--- src/rtl/output_buffer_pkg.sv ---
// -----------------------------------------------------------------------------
// output_buffer_pkg
// Shared definitions for the LSU output-peripheral block:
//   - register-region selectors (i_addr[7:4])
//   - bit positions of the LCD pin / read-back word
//   - LCD strobe sequencer state encoding
//   - hex_decode(): nibble -> active-low 7-segment pattern (gfedcba)
// -----------------------------------------------------------------------------
package output_buffer_pkg;

  localparam logic [3:0] ADDR_LEDR   = 4'h0;
  localparam logic [3:0] ADDR_LEDG   = 4'h1;
  localparam logic [3:0] ADDR_HEX_LO = 4'h2;
  localparam logic [3:0] ADDR_HEX_HI = 4'h3;
  localparam logic [3:0] ADDR_LCD    = 4'h4;

  localparam int LCD_ON   = 31;
  localparam int LCD_OVR  = 12;
  localparam int LCD_BUSY = 11;
  localparam int LCD_EN   = 10;
  localparam int LCD_RS   = 9;
  localparam int LCD_RW   = 8;

  typedef enum logic [1:0] {
    IDLE  = 2'd0,
    SETUP = 2'd1,
    PULSE = 2'd2,
    HOLD  = 2'd3
  } lcd_state_e;

  // Active-low segments, bit order {g,f,e,d,c,b,a}.
  function automatic logic [6:0] hex_decode(input logic [3:0] nibble);
    logic [6:0] seg;
    case (nibble)
      4'h0: seg = 7'h40;
      4'h1: seg = 7'h79;
      4'h2: seg = 7'h24;
      4'h3: seg = 7'h30;
      4'h4: seg = 7'h19;
      4'h5: seg = 7'h12;
      4'h6: seg = 7'h02;
      4'h7: seg = 7'h78;
      4'h8: seg = 7'h00;
      4'h9: seg = 7'h10;
      4'hA: seg = 7'h08;
      4'hB: seg = 7'h03;
      4'hC: seg = 7'h46;
      4'hD: seg = 7'h21;
      4'hE: seg = 7'h06;
      default: seg = 7'h0E;
    endcase
    return seg;
  endfunction

endpackage

--- src/rtl/output_buffer_lcd_strobe_fsm.sv ---
// -----------------------------------------------------------------------------
// lcd_strobe_fsm
// Generates the character-LCD EN strobe for one command/character:
//   IDLE -> SETUP (SETUP_CYC) -> PULSE (PULSE_CYC, en=1) -> HOLD (HOLD_CYC) -> IDLE
// Each timed state loads its counter with N-1 on entry and leaves when the
// counter reaches 0.
// Ports:
//   clk    clock
//   rst_n  synchronous active-low reset (aborts a transaction)
//   start  begin a transaction (only honoured in IDLE)
//   en     LCD EN pin, high only in PULSE
//   busy   high in SETUP, PULSE and HOLD
// -----------------------------------------------------------------------------
module lcd_strobe_fsm
  import output_buffer_pkg::*;
#(
  parameter int SETUP_CYC = 4,
  parameter int PULSE_CYC = 25,
  parameter int HOLD_CYC  = 4
) (
  input  logic clk,
  input  logic rst_n,
  input  logic start,
  output logic en,
  output logic busy
);

  localparam int MAX_SP  = (SETUP_CYC > PULSE_CYC) ? SETUP_CYC : PULSE_CYC;
  localparam int MAX_CYC = (MAX_SP > HOLD_CYC) ? MAX_SP : HOLD_CYC;
  localparam int CNT_W   = $clog2(MAX_CYC) + 1;

  localparam logic [CNT_W-1:0] SETUP_LOAD = CNT_W'(SETUP_CYC - 1);
  localparam logic [CNT_W-1:0] PULSE_LOAD = CNT_W'(PULSE_CYC - 1);
  localparam logic [CNT_W-1:0] HOLD_LOAD  = CNT_W'(HOLD_CYC - 1);

  lcd_state_e       state, state_nxt;
  logic [CNT_W-1:0] cnt, cnt_nxt;

  always_ff @(posedge clk) begin
    if (!rst_n) begin
      state <= IDLE;
      cnt   <= '0;
    end else begin
      state <= state_nxt;
      cnt   <= cnt_nxt;
    end
  end

  always_comb begin
    state_nxt = state;
    cnt_nxt   = cnt;
    en        = 1'b0;
    busy      = 1'b0;
    case (state)
      IDLE: begin
        if (start) begin
          state_nxt = SETUP;
          cnt_nxt   = SETUP_LOAD;
        end
      end
      SETUP: begin
        busy = 1'b1;
        if (cnt == '0) begin
          state_nxt = PULSE;
          cnt_nxt   = PULSE_LOAD;
        end else begin
          cnt_nxt = cnt - 1'b1;
        end
      end
      PULSE: begin
        busy = 1'b1;
        en   = 1'b1;
        if (cnt == '0) begin
          state_nxt = HOLD;
          cnt_nxt   = HOLD_LOAD;
        end else begin
          cnt_nxt = cnt - 1'b1;
        end
      end
      HOLD: begin
        // Still busy on the final HOLD cycle, so a store landing on that
        // edge is dropped; the FSM has to be seen in IDLE first.
        busy = 1'b1;
        if (cnt == '0) begin
          state_nxt = IDLE;
        end else begin
          cnt_nxt = cnt - 1'b1;
        end
      end
      default: state_nxt = IDLE;
    endcase
  end

endmodule

--- src/rtl/output_buffer.sv ---
// -----------------------------------------------------------------------------
// output_buffer
// Store-side peripheral block of the LSU: memory-mapped output registers for
// red/green LEDs, eight 7-segment digits and the character LCD, with byte-
// masked stores and combinational load read-back. Region = i_addr[7:4]:
//   0 LEDR, 1 LEDG, 2 HEX0..3, 3 HEX4..7, 4 LCD, 5..F unmapped (read 0).
// Optional build macro OUTPUT_BUFFER_HEX_DECODE_EN: HEX bytes keep only their
// low nibble and the digit outputs are the active-low 7-segment decode.
// Ports:
//   i_clk, i_rst_n            clock, synchronous active-low reset
//   i_st_en, i_addr           store strobe, byte address
//   i_st_data, i_bmask        lane-aligned store data, byte-lane mask
//   o_ld_data                 combinational read-back of selected register
//   o_io_ledr, o_io_ledg      LED registers
//   o_io_hex0..o_io_hex7      7-segment digit outputs
//   o_io_lcd                  {ON[31], EN[10], RS[9], RW[8], DATA[7:0]}
//   o_lcd_busy                LCD strobe sequencer active
// -----------------------------------------------------------------------------
module output_buffer
  import output_buffer_pkg::*;
#(
  parameter int LCD_SETUP_CYC = 4,
  parameter int LCD_PULSE_CYC = 25,
  parameter int LCD_HOLD_CYC  = 4
) (
  input  logic        i_clk,
  input  logic        i_rst_n,
  input  logic        i_st_en,
  input  logic [15:0] i_addr,
  input  logic [31:0] i_st_data,
  input  logic [3:0]  i_bmask,
  output logic [31:0] o_ld_data,
  output logic [31:0] o_io_ledr,
  output logic [31:0] o_io_ledg,
  output logic [6:0]  o_io_hex0,
  output logic [6:0]  o_io_hex1,
  output logic [6:0]  o_io_hex2,
  output logic [6:0]  o_io_hex3,
  output logic [6:0]  o_io_hex4,
  output logic [6:0]  o_io_hex5,
  output logic [6:0]  o_io_hex6,
  output logic [6:0]  o_io_hex7,
  output logic [31:0] o_io_lcd,
  output logic        o_lcd_busy
);

  logic [3:0]  sel;
  logic        unused_addr;
  logic [31:0] ledr, ledg;
  logic [6:0]  hex [8];
  logic [6:0]  hex_out [8];
  logic        lcd_on, lcd_rs, lcd_rw, overrun;
  logic [7:0]  lcd_data;
  logic        lcd_en, lcd_busy;
  logic        lcd_wr, lcd_accept, lcd_start;

  assign sel         = i_addr[7:4];
  assign unused_addr = ^{i_addr[15:8], i_addr[3:0]};

  // A busy sequencer drops the whole store; only an idle store is accepted,
  // and only one that writes the DATA lane launches a strobe.
  assign lcd_wr     = i_st_en && (sel == ADDR_LCD);
  assign lcd_accept = lcd_wr && !lcd_busy;
  assign lcd_start  = lcd_accept && i_bmask[0];

  always_ff @(posedge i_clk) begin
    if (!i_rst_n) begin
      ledr     <= '0;
      ledg     <= '0;
      for (int k = 0; k < 8; k++) hex[k] <= '0;
      lcd_on   <= 1'b0;
      lcd_rs   <= 1'b0;
      lcd_rw   <= 1'b0;
      lcd_data <= '0;
      overrun  <= 1'b0;
    end else if (i_st_en) begin
      for (int k = 0; k < 4; k++) begin
        if (i_bmask[k]) begin
          if (sel == ADDR_LEDR) ledr[8*k +: 8] <= i_st_data[8*k +: 8];
          if (sel == ADDR_LEDG) ledg[8*k +: 8] <= i_st_data[8*k +: 8];
`ifdef OUTPUT_BUFFER_HEX_DECODE_EN
          if (sel == ADDR_HEX_LO) hex[k]   <= {3'b000, i_st_data[8*k +: 4]};
          if (sel == ADDR_HEX_HI) hex[k+4] <= {3'b000, i_st_data[8*k +: 4]};
`else
          if (sel == ADDR_HEX_LO) hex[k]   <= i_st_data[8*k +: 7];
          if (sel == ADDR_HEX_HI) hex[k+4] <= i_st_data[8*k +: 7];
`endif
        end
      end
      if (lcd_accept) begin
        if (i_bmask[0]) lcd_data <= i_st_data[7:0];
        if (i_bmask[1]) begin
          lcd_rs <= i_st_data[LCD_RS];
          lcd_rw <= i_st_data[LCD_RW];
        end
        if (i_bmask[3]) lcd_on <= i_st_data[LCD_ON];
      end
      if (lcd_wr) overrun <= lcd_busy;
    end
  end

  lcd_strobe_fsm #(
    .SETUP_CYC (LCD_SETUP_CYC),
    .PULSE_CYC (LCD_PULSE_CYC),
    .HOLD_CYC  (LCD_HOLD_CYC)
  ) u_lcd_strobe_fsm (
    .clk   (i_clk),
    .rst_n (i_rst_n),
    .start (lcd_start),
    .en    (lcd_en),
    .busy  (lcd_busy)
  );

  for (genvar k = 0; k < 8; k++) begin : g_hex
`ifdef OUTPUT_BUFFER_HEX_DECODE_EN
    assign hex_out[k] = hex_decode(hex[k][3:0]);
`else
    assign hex_out[k] = hex[k];
`endif
  end

  assign o_io_ledr  = ledr;
  assign o_io_ledg  = ledg;
  assign o_io_hex0  = hex_out[0];
  assign o_io_hex1  = hex_out[1];
  assign o_io_hex2  = hex_out[2];
  assign o_io_hex3  = hex_out[3];
  assign o_io_hex4  = hex_out[4];
  assign o_io_hex5  = hex_out[5];
  assign o_io_hex6  = hex_out[6];
  assign o_io_hex7  = hex_out[7];
  assign o_lcd_busy = lcd_busy;

  always_comb begin
    o_io_lcd         = '0;
    o_io_lcd[LCD_ON] = lcd_on;
    o_io_lcd[LCD_EN] = lcd_en;
    o_io_lcd[LCD_RS] = lcd_rs;
    o_io_lcd[LCD_RW] = lcd_rw;
    o_io_lcd[7:0]    = lcd_data;
  end

  always_comb begin
    o_ld_data = '0;
    case (sel)
      ADDR_LEDR:   o_ld_data = ledr;
      ADDR_LEDG:   o_ld_data = ledg;
      ADDR_HEX_LO: o_ld_data = {1'b0, hex[3], 1'b0, hex[2], 1'b0, hex[1], 1'b0, hex[0]};
      ADDR_HEX_HI: o_ld_data = {1'b0, hex[7], 1'b0, hex[6], 1'b0, hex[5], 1'b0, hex[4]};
      ADDR_LCD: begin
        o_ld_data           = o_io_lcd;
        o_ld_data[LCD_OVR]  = overrun;
        o_ld_data[LCD_BUSY] = lcd_busy;
      end
      default: o_ld_data = '0;
    endcase
  end

endmodule

--- config.mk ---
export PLATFORM = sky130hd
export DESIGN_NAME = output_buffer
export DESIGN_NICKNAME = d
export VERILOG_FILES = /design/src/rtl/output_buffer_pkg.sv /design/src/rtl/output_buffer_lcd_strobe_fsm.sv /design/src/rtl/output_buffer.sv
export SDC_FILE = /design/constraint.sdc
export NUM_CORES = 1
export LEC_CHECK = 0
export BUFFER_PORTS_ARGS = -buffer_cell sky130_fd_sc_hd__buf_2
export CORE_ASPECT_RATIO = 0.5
export CORE_MARGIN = 2
export CORE_UTILIZATION = 55
export CTS_BUF_LIST = sky130_fd_sc_hd__clkbuf_4
export DETAILED_ROUTE_END_ITERATION = 6
export GPL_TIMING_DRIVEN = 1
export PLACE_DENSITY = 0.88
export SETUP_SLACK_MARGIN = 0.15
export SYNTH_ARGS = -nofsm -noshare
export SYNTH_HDL_FRONTEND = slang
export SYNTH_SLANG_ARGS = --single-unit
--- constraint.sdc ---
create_clock -name i_clk -period 5.7 [get_ports i_clk]
set_clock_uncertainty 0.15 [all_clocks]
set_input_delay 0.285 -clock i_clk [delete_from_list [all_inputs] [get_ports i_clk]]
set_output_delay 0.285 -clock i_clk [all_outputs]
set_load 0.01 [all_outputs]
==> flow_summary.ini, run 1 <==
[power]
seqPwrFrac = 0.535
p_comb_frac = 0.146
p_leak_nw = 3.780
switching_share = 0.2909
clkPwrFrac = 0.318
internal_power_mw = 1.438
total_power_mw = 2.027
switching_power_uw = 589.6
power_density_nw_per_um2 = 252.9
ir_drop_uv = 155.7

[placed_design]
place.gp.congestion = 0.9452
portBuffers = 207
dp_hpwl_um = 13170

[layout]
num-fill-cells = 823
drive_above_1_share = 0.2820
area_growth_pct = 24.11
antenna_cells = 0
final_cell_mix = 207 x buf_2, 182 x nand2_1, 91 x dfxtp_1
mostFrequentLayoutCell = buf_2
nets = 970

[routing]
wl_per_cell_um = 18.11
drtIter0Drc = 826
dr.pass1.iters = 7
vias_per_cell = 5.921
vias = 6401
drc = 2
drtAntennaViolNets = 0
routed_wl_um = 19580

[clock_network]
clkTransAtPathRegs_ns = 0.11
cts_buffers = 17
clock_latency_ns = 0.54
htreeDepth = 4
clock-root-buffer = clkbuf_4
clock_sinks = 140
cts_tree = built
clockBufferDepth = 2
cts_resized = 0

[floorplan]
floorplan.die_area_um2 = 12680
die_y_um = 80.64
core_um2 = 11220
initial_core_util = 0.5760
rows = 27
dieWidth_um = 157.3
top_level_ports = 240

[global_routing]
grt_pass1_vias = 5878
grt_max_degree = 61
grt_overflow = 0
grt_pass1_wl_um = 29840
antenna_found_initial = 0
grtUsageTotal = 0.3075

[critical_path]
cp_max_fo = 20
cp-start-kind = primary input
crit_path_end_kind = output pin
crit_type = primary input to output pin
cp_data_arrival_time_ns = 2.41
required_ns = 5.27

[logic_synthesis]
ys_types = 52
ys_seq_elements = 140
ys_seq_area_frac = 0.5098
syn_area_per_cell_um2 = 9.282
yosysWarnings = 0
synthArstFlopShare = 0
synth_area_um2 = 6460
syn_inst = 696
synthFlopType = dfxtp_1
synth_edf_count = 49

[sta]
hold_viol = 0
maxSlewViolCount = 0
setup_viol = 0
finalCritPeriodShare = 0.4992
rsz0062_at_grt = no
tightest_slew_ns = 1.218
hold_ws_ns = 0.03498
tns_ns = 0
min_period_ns = 2.845
fmax_ghz = 0.3515
max_slew_margin = 0.1796

[min_path]
hold_path_class = primary input to flip-flop

[flow_run]
drv_cap = 0

[status]
violations = design-rule violations
outcome = finished, violations left
## power by group through the flow
| stage | sequential, mW | combinational, mW | clock [mW] |
|---|---|---|---|
| final | 1.09 | 0.297 | 0.645 |
| after detailed placement | 1.11 | 0.273 | 0 |
| after CTS | 1.08 | 0.291 | 0.646 |
| after floorplan | 1.12 | 0.178 | 0 |
| after global routing | 1.09 | 0.321 | 0.693 |
| after global placement | 1.11 | 0.266 | 0 |
## cells by family after synthesis
family          count (synthesis)  share of synthesized area
flops                         140                     0.5098
other cells                     1                  0.0005805
buf+inv                        86                    0.07089
simple gates                  299                     0.2330
xor+xnor                        1                   0.001356
mux                            11                    0.01705
compound gates                152                     0.1557
fa+ha+maj                       6                    0.01162
## what timing repair did
action | 4_1_cts | 5_1_grt
hold endpoints to repair | 131 | 0
hold buffers | 32 | 0
buffers inserted | 0 | 0
## cells in the mapped netlist (2+ instances only)
| cell type | n | area [µm²] |
|---|---|---|
| a21oi_1 | 73 | 365.4 |
| mux2i_1 | 11 | 110.1 |
| a22oi_1 | 14 | 105.1 |
| buf_4 | 27 | 202.7 |
| o21ai_1 | 2 | 10.01 |
| and2_1 | 10 | 62.56 |
| nand3_1 | 19 | 95.09 |
| and3_1 | 48 | 300.3 |
| a222oi_1 | 28 | 280.3 |
| nor2_8 | 4 | 80.08 |
| nand2_1 | 182 | 683.2 |
| buf_2 | 15 | 75.07 |
| a21o_1 | 2 | 15.01 |
| ha_1 | 6 | 75.07 |
| dfxtp_1 | 91 | 1822 |
| nor4b_4 | 2 | 47.55 |
| nor3_1 | 6 | 30.03 |
| a22o_1 | 2 | 17.52 |
| nand4_1 | 2 | 12.51 |
| inv_1 | 15 | 56.30 |
| nor2_1 | 13 | 48.80 |
| o21ai_0 | 18 | 90.09 |
| buf_1 | 2 | 7.510 |
| clkbuf_1 | 25 | 93.84 |
| buf_6 | 2 | 22.52 |
| a311oi_1 | 3 | 26.28 |
| edfxtp_1 | 49 | 1471 |
## state kept, by name, summed over array words and instances (netlist names)
register	count
hex	56
o_io_ledg	32
o_io_ledr	32
lcd_data	8
u_lcd_strobe_fsm.cnt	6
u_lcd_strobe_fsm.state	2
lcd_on	1
lcd_rs	1
lcd_rw	1
overrun	1
## through the flow
step / instance area (µm²) / util / std cells / setup slack [ns]
floorplan: 6531 / - / 715 / 3.728
global placement: 7417 / 0.6613 / 1017 / 2.936
detailed placement: 7417 / 0.6613 / 1017 / 2.867
CTS: 8018 / 0.7149 / 1081 / 2.920
global route: 8018 / 0.7149 / 1081 / 2.769
finish: 8018 / 0.7149 / 1081 / 2.855
## layout make-up
| cell class | instances | area [µm²] | area share |
|---|---|---|---|
| sequential | 140 | 3293 | 0.4107 |
| multi-input combinational | 489 | 2780 | 0.3468 |
| timing repair buffer | 246 | 1409 | 0.1757 |
| tap | 159 | 198.9 | 0.02481 |
| clock inverter | 14 | 145.1 | 0.01810 |
| clock buffer | 18 | 135.1 | 0.01685 |
| inverter | 15 | 56.30 | 0.007022 |
## worst max-delay path: stages
cell	delay, ns
buf_2	0.18
nor4_4	1.03
buf_4	0.44
a222oi_1	0.16
nand2_1	0.15
buf_2	0.15
## layer usage
metal | global-route usage | wire length, µm | vias up
met5 | 0 | 0 | -
met4 | 0.1409 | 484 | 0
met3 | 0.06152 | 1894 | 63
met2 | 0.5039 | 9395 | 413
met1 | 0.3967 | 7805 | 3048
li1 | - | - | 2877
## final timing paths
kind	end	start	depth (start not counted)	slack [ns]
worst min-delay path	u_lcd_strobe_fsm.cnt[2]	i_rst_n	2	0.03
worst max register to register	u_lcd_strobe_fsm.cnt[4]	u_lcd_strobe_fsm.state[0]	6	3.42
worst min register to register	o_io_ledr[9]	o_io_ledr[9]	2	0.33
worst max-delay path	o_ld_data[25]	i_addr[5]	6	2.85
Power figures use the tool's default switching activity.
==> run 2, diff against run 1 <==
Settings changed: CORE_UTILIZATION 55 to 51, PLACE_DENSITY 0.88 to 0.82.
Clock period 5.7 ns to 2.7 ns, I/O delays scaled along.
==> flow_summary.ini, run 2 (synthesized netlist as in run 1, its figures left out) <==
[sta]
min_period_ns = 2.343
tightest_slew_ns = 0.8471
tns_ns = 0
max_slew_margin = 0.4353
layout_setup_ws_ns = 0.3566
maxSlewViolCount = 0
setup_viol = 0
hold_ws_ns = 0.1910
hold_viol = 0
finalCritPeriodShare = 0.8679
rsz0062_at_grt = no
fmax_ghz = 0.4267

[critical_path]
crit_path_cell_trace = inv_1 > ha_1 > inv_1 > a222oi_1 > nand2_1 > buf_2
required_ns = 2.41
cp_data_arrival_time_ns = 2.06
crit_type = flip-flop to output pin
cp_slowest_cell = dfxtp_1
cp_common_cell = inv_1
crit_path_end_kind = output pin
cp-start-kind = flip-flop
max_stage_delay_ns = 0.36
cp_max_fo = 5

[routing]
wl_per_cell_um = 17.45
drc = 3
drtAntennaViolNets = 0
vias_per_cell = 5.739
drtIter0Drc = 634
vias = 6353
routed_wl_um = 19320
dr.pass1.iters = 7

[clock_network]
clockBufferDepth = 2
clock_sinks = 140
clkTransAtPathRegs_ns = 0.12
cts_hold_buf = 38
cts_resized = 0
clock-root-buffer = clkbuf_4
clock_latency_ns = 0.51
cts_tree = built
cts_buffers = 17
post_cts_buffers = 0
htreeDepth = 4

[global_routing]
grtUsageTotal = 0.2766
grt_max_degree = 31
antenna_found_initial = 0
grt_overflow = 0
grt_pass1_vias = 5851
grt_pass1_wl_um = 29660

[layout]
final_area_um2 = 8202
largest_register_ff_count = 56
layoutNonFillerInstCount = 1107
top_register = hex
final_cell_mix = 207 x buf_2, 182 x nand2_1, 91 x dfxtp_1
drive_above_1_share = 0.2877
area_growth_pct = 26.96
final_util = 0.6786
nets = 990
antenna_cells = 0
mostFrequentLayoutCell = buf_2

[floorplan]
rows = 28
floorplan.die_area_um2 = 13640
top_level_ports = 240
dieWidth_um = 163.2
initial_core_util = 0.5345
core_um2 = 12090
die_y_um = 83.58

[placed_design]
dp_hpwl_um = 13230
portBuffers = 207
place.gp.congestion = 0.8485
placed_cells = 1037
dp_worst_setup_slack_ns = 0.5076
place_area_um2 = 7530

[flow_run]
drv_cap = 0

[status]
outcome = finished, violations left
violations = design-rule violations

[min_path]
hold_path_class = primary input to flip-flop

[power]
p_leak_nw = 3.874
total_power_mw = 4.339
power_density_nw_per_um2 = 529.0
ir_drop_uv = 265.3
run 2: cell types whose count changed in the layout (fill, tap and decap cells not counted), sizes merged:
cell         previous run  this run
buf                   214       228
dlygate4sd3            32        38
clkinv                  8         6
bufinv                  2         3
clkbuf                 18        19
clkinvlp                2         3
inv                    17        16
run 2: worst paths after layout:
| kind | start | to | slack [ns] | depth (start not counted) |
|---|---|---|---|---|
| max | u_lcd_strobe_fsm.state[0] | o_ld_data[11] | 0.36 | 6 |
| max reg2reg | u_lcd_strobe_fsm.state[0] | u_lcd_strobe_fsm.cnt[4] | 0.47 | 6 |
| min reg2reg | o_io_ledr[17] | o_io_ledr[17] | 0.33 | 2 |
| min | i_addr[6] | o_io_ledr[19] | 0.19 | 5 |
run 2: where the power goes:
part	switching [mW]	leakage [nW]	internal, mW	total [mW]
registers	0.0456	1.20	2.24	2.29
clock network	0.751	0.151	0.651	1.40
logic	0.399	2.52	0.247	0.647
run 2: per-layer routing:
metal	up-vias	part of all wire	routed length, µm	track usage
li1	2918	-	-	-
met5	-	0	0	0
met2	409	0.48	9222	0.4473
met3	54	0.094	1818	0.05961
met4	0	0.023	446	0.1062
met1	2972	0.41	7834	0.3643
run 2: final cells by class:
class / instances / area (µm²)
Multi-Input combinational cell: 489 / 2780
Sequential cell: 140 / 3293
Tap cell: 165 / 206.4
Fill cell: 931 / 3885
Inverter: 15 / 56.30
Timing Repair Buffer: 266 / 1574
Clock inverter: 13 / 148.9
Clock buffer: 19 / 142.6
run 2: critical path: cells and delay by family, from the launching register on:
kind                     cells  cell delay, ns
AO/OA/AOI/OAI                1            0.30
buffers and inverters        3            0.43
AND/OR/NAND/NOR              1            0.11
flip-flops                   1            0.36
adder cells (fa/ha/maj)      1            0.35
==> run 3, diff against run 2 <==
Settings changed: ABC_AREA set to 1, GPL_ROUTABILITY_DRIVEN set to 0.
==> flow_summary.ini, run 3 <==
[status]
outcome = completed

[critical_path]
crit_type = primary input to flip-flop
crit_path_end_kind = flip-flop
cp_max_fo = 5
reg2regPathDepth = 7
cp_data_arrival_time_ns = 2.76
required_ns = 3.01
rr_startpoint = u_lcd_strobe_fsm.state[1]
r2r-end = lcd_on
reg2reg_slack_ns = 0.68
cp-start-kind = primary input

[layout]
nets = 1126
final_cell_mix = 207 x buf_2, 148 x nand2_1, 96 x nor2_1
drive_above_1_share = 0.2570
area_growth_pct = 29.06
antenna_cells = 0
mostFrequentLayoutCell = buf_2
top_register = hex
largest_register_ff_count = 56

[power]
p_leak_nw = 3.818
ir_drop_uv = 268.8
power_density_nw_per_um2 = 564.1

[sta]
min_period_ns = 2.448
hold_ws_ns = 0.08042
max_slew_margin = 0.1983
rsz0062_at_grt = no
hold_viol = 0
tns_ns = 0
finalCritPeriodShare = 0.9065
fmax_ghz = 0.4086
tightest_slew_ns = 1.190
maxSlewViolCount = 0
setup_viol = 0

[clock_network]
clock_latency_ns = 0.54
htreeDepth = 4
clock-root-buffer = clkbuf_4
clock_sinks = 140
post_cts_buffers = 0
cts_tree = built
clockBufferDepth = 2
clkTransAtPathRegs_ns = 0.11
cts_buffers = 17

[logic_synthesis]
synth.top_cell.area_share = 0.2780
ys_seq_elements = 140
synthFlopType = dfxtp_1
ys_seq_area_frac = 0.5025
synth_area_leaders = dfxtp_1 28%, edfxtp_1 22%, nand2_1 8.5%, a21oi_1 6.7%, o21ai_0 6.0%
yosys-top-cells-count = 149 x nand2_1, 96 x nor2_1, 94 x inv_1, 91 x dfxtp_1, 88 x a21oi_1
synth_most_common_cell = nand2_1
synth_edf_count = 49
synthArstFlopShare = 0
syn_inst = 814
ys_types = 32
synth_area_leader_cell = dfxtp_1
yosysWarnings = 0
syn_area_per_cell_um2 = 8.051
synth_area_um2 = 6554

[routing]
drtAntennaViolNets = 0
wl_per_cell_um = 16.40
vias_per_cell = 5.448
drc = 0
routed_wl_um = 20470
vias = 6799
drtIter0Drc = 597
dr.pass1.iters = 6

[flow_run]
drv_cap = 0

[global_routing]
antenna_found_initial = 0
grt_pass1_vias = 6387
grt_max_degree = 37
grt_pass1_wl_um = 31450
grtUsageTotal = 0.2910
grt_overflow = 0

[placed_design]
portBuffers = 207
dp_hpwl_um = 13260

[min_path]
min_from = i_addr[7]
hold_path_class = primary input to flip-flop
hold_depth = 6
worst_hold_path.endpoint = u_lcd_strobe_fsm.state[1]

[floorplan]
die_y_um = 84.16
rows = 29
floorplan.die_area_um2 = 13830
core_um2 = 12590
initial_core_util = 0.5205
top_level_ports = 240
dieWidth_um = 164.3
[run 3: changes by cell type after synthesis, moves of 23 or more]
cell / delta
nor2_1: +83
a222oi_1: -28
nand3_1: +23
and3_1: -48
nand2_1: -33
inv_1: +79
o21ai_0: +61
[run 3: worst max path at each step]
stage | start | to | slack [ns] | cells after the start
2_1_floorplan | u_lcd_strobe_fsm.state[1] | u_lcd_strobe_fsm.cnt[5] | 1.15 | 8
3_3_place_gp | i_addr[7] | hex[0][5] | 0.62 | 6
3_5_place_dp | i_addr[7] | hex[1][9] | 0.55 | 4
4_1_cts | i_addr[4] | o_ld_data[21] | 0.16 | 10
5_1_grt | i_addr[6] | o_ld_data[7] | 0.17 | 9
6_report | i_addr[4] | lcd_on | 0.25 | 9
[run 3: cells by family (layout without fill, tap and decap cells)]
logic type / count (synthesis) / count (layout) / share of synthesized area
other cells: 1 / 20 / 0.0005722
flops: 140 / 140 / 0.5025
fa+ha+maj: 6 / 6 / 0.01145
buf+inv: 163 / 408 / 0.1180
compound gates: 196 / 196 / 0.1649
simple gates: 307 / 307 / 0.2012
xor+xnor: 1 / 1 / 0.001337
[run 3: what timing repair did]
action,in CTS,in global routing
gates resized for setup,0,4
hold endpoints to repair,132,0
hold buffers,58,0
endpoints found under the setup margin,0,28
[run 3: metrics by stage]
stage / power [mW] / instance area, µm² / std cells / util / setup slack (ns)
global placement: 3.170 / 7552 / 1158 / 0.5998 / 0.6241
global route: 4.993 / 8458 / 1248 / 0.6718 / 0.1738
floorplan: 2.957 / 6625 / 833 / - / 1.149
CTS: 4.763 / 8451 / 1248 / 0.6712 / 0.1584
detailed placement: 3.197 / 7552 / 1158 / 0.5998 / 0.5475
finish: 4.771 / 8458 / 1248 / 0.6718 / 0.2524
[run 3: metal layers]
layer | global-route usage | wire length [µm]
met4 | 0.1419 | 717
met1 | 0.3527 | 8070
met2 | 0.4930 | 9873
met5 | 0 | 0
met3 | 0.06621 | 1808
[run 3: layout make-up]
class	instances	area (µm²)
fillers	993	4133
flip-flops and latches	140	3293
multi-input cells	530	2561
repair buffers	274	1684
inverters	102	389.1
well taps	170	212.7
clock inverters	13	175.2
clock buffers	19	142.6
[run 3: where the power goes]
group	total (mW)	switching [mW]	internal, mW
combinational	0.884	0.573	0.311
sequential	2.35	0.0732	2.28
clock	1.54	0.789	0.750
[run 3: critical path, cell delays in order]
cell           delay [ns]
dlygate4sd3_1        0.55
buf_2                0.15
nor2_2               0.14
dlygate4sd3_1        0.58
nand3_2              0.16
nor2_4               0.21
nand3_1              0.10
dlygate4sd3_1        0.57
a21oi_1              0.15
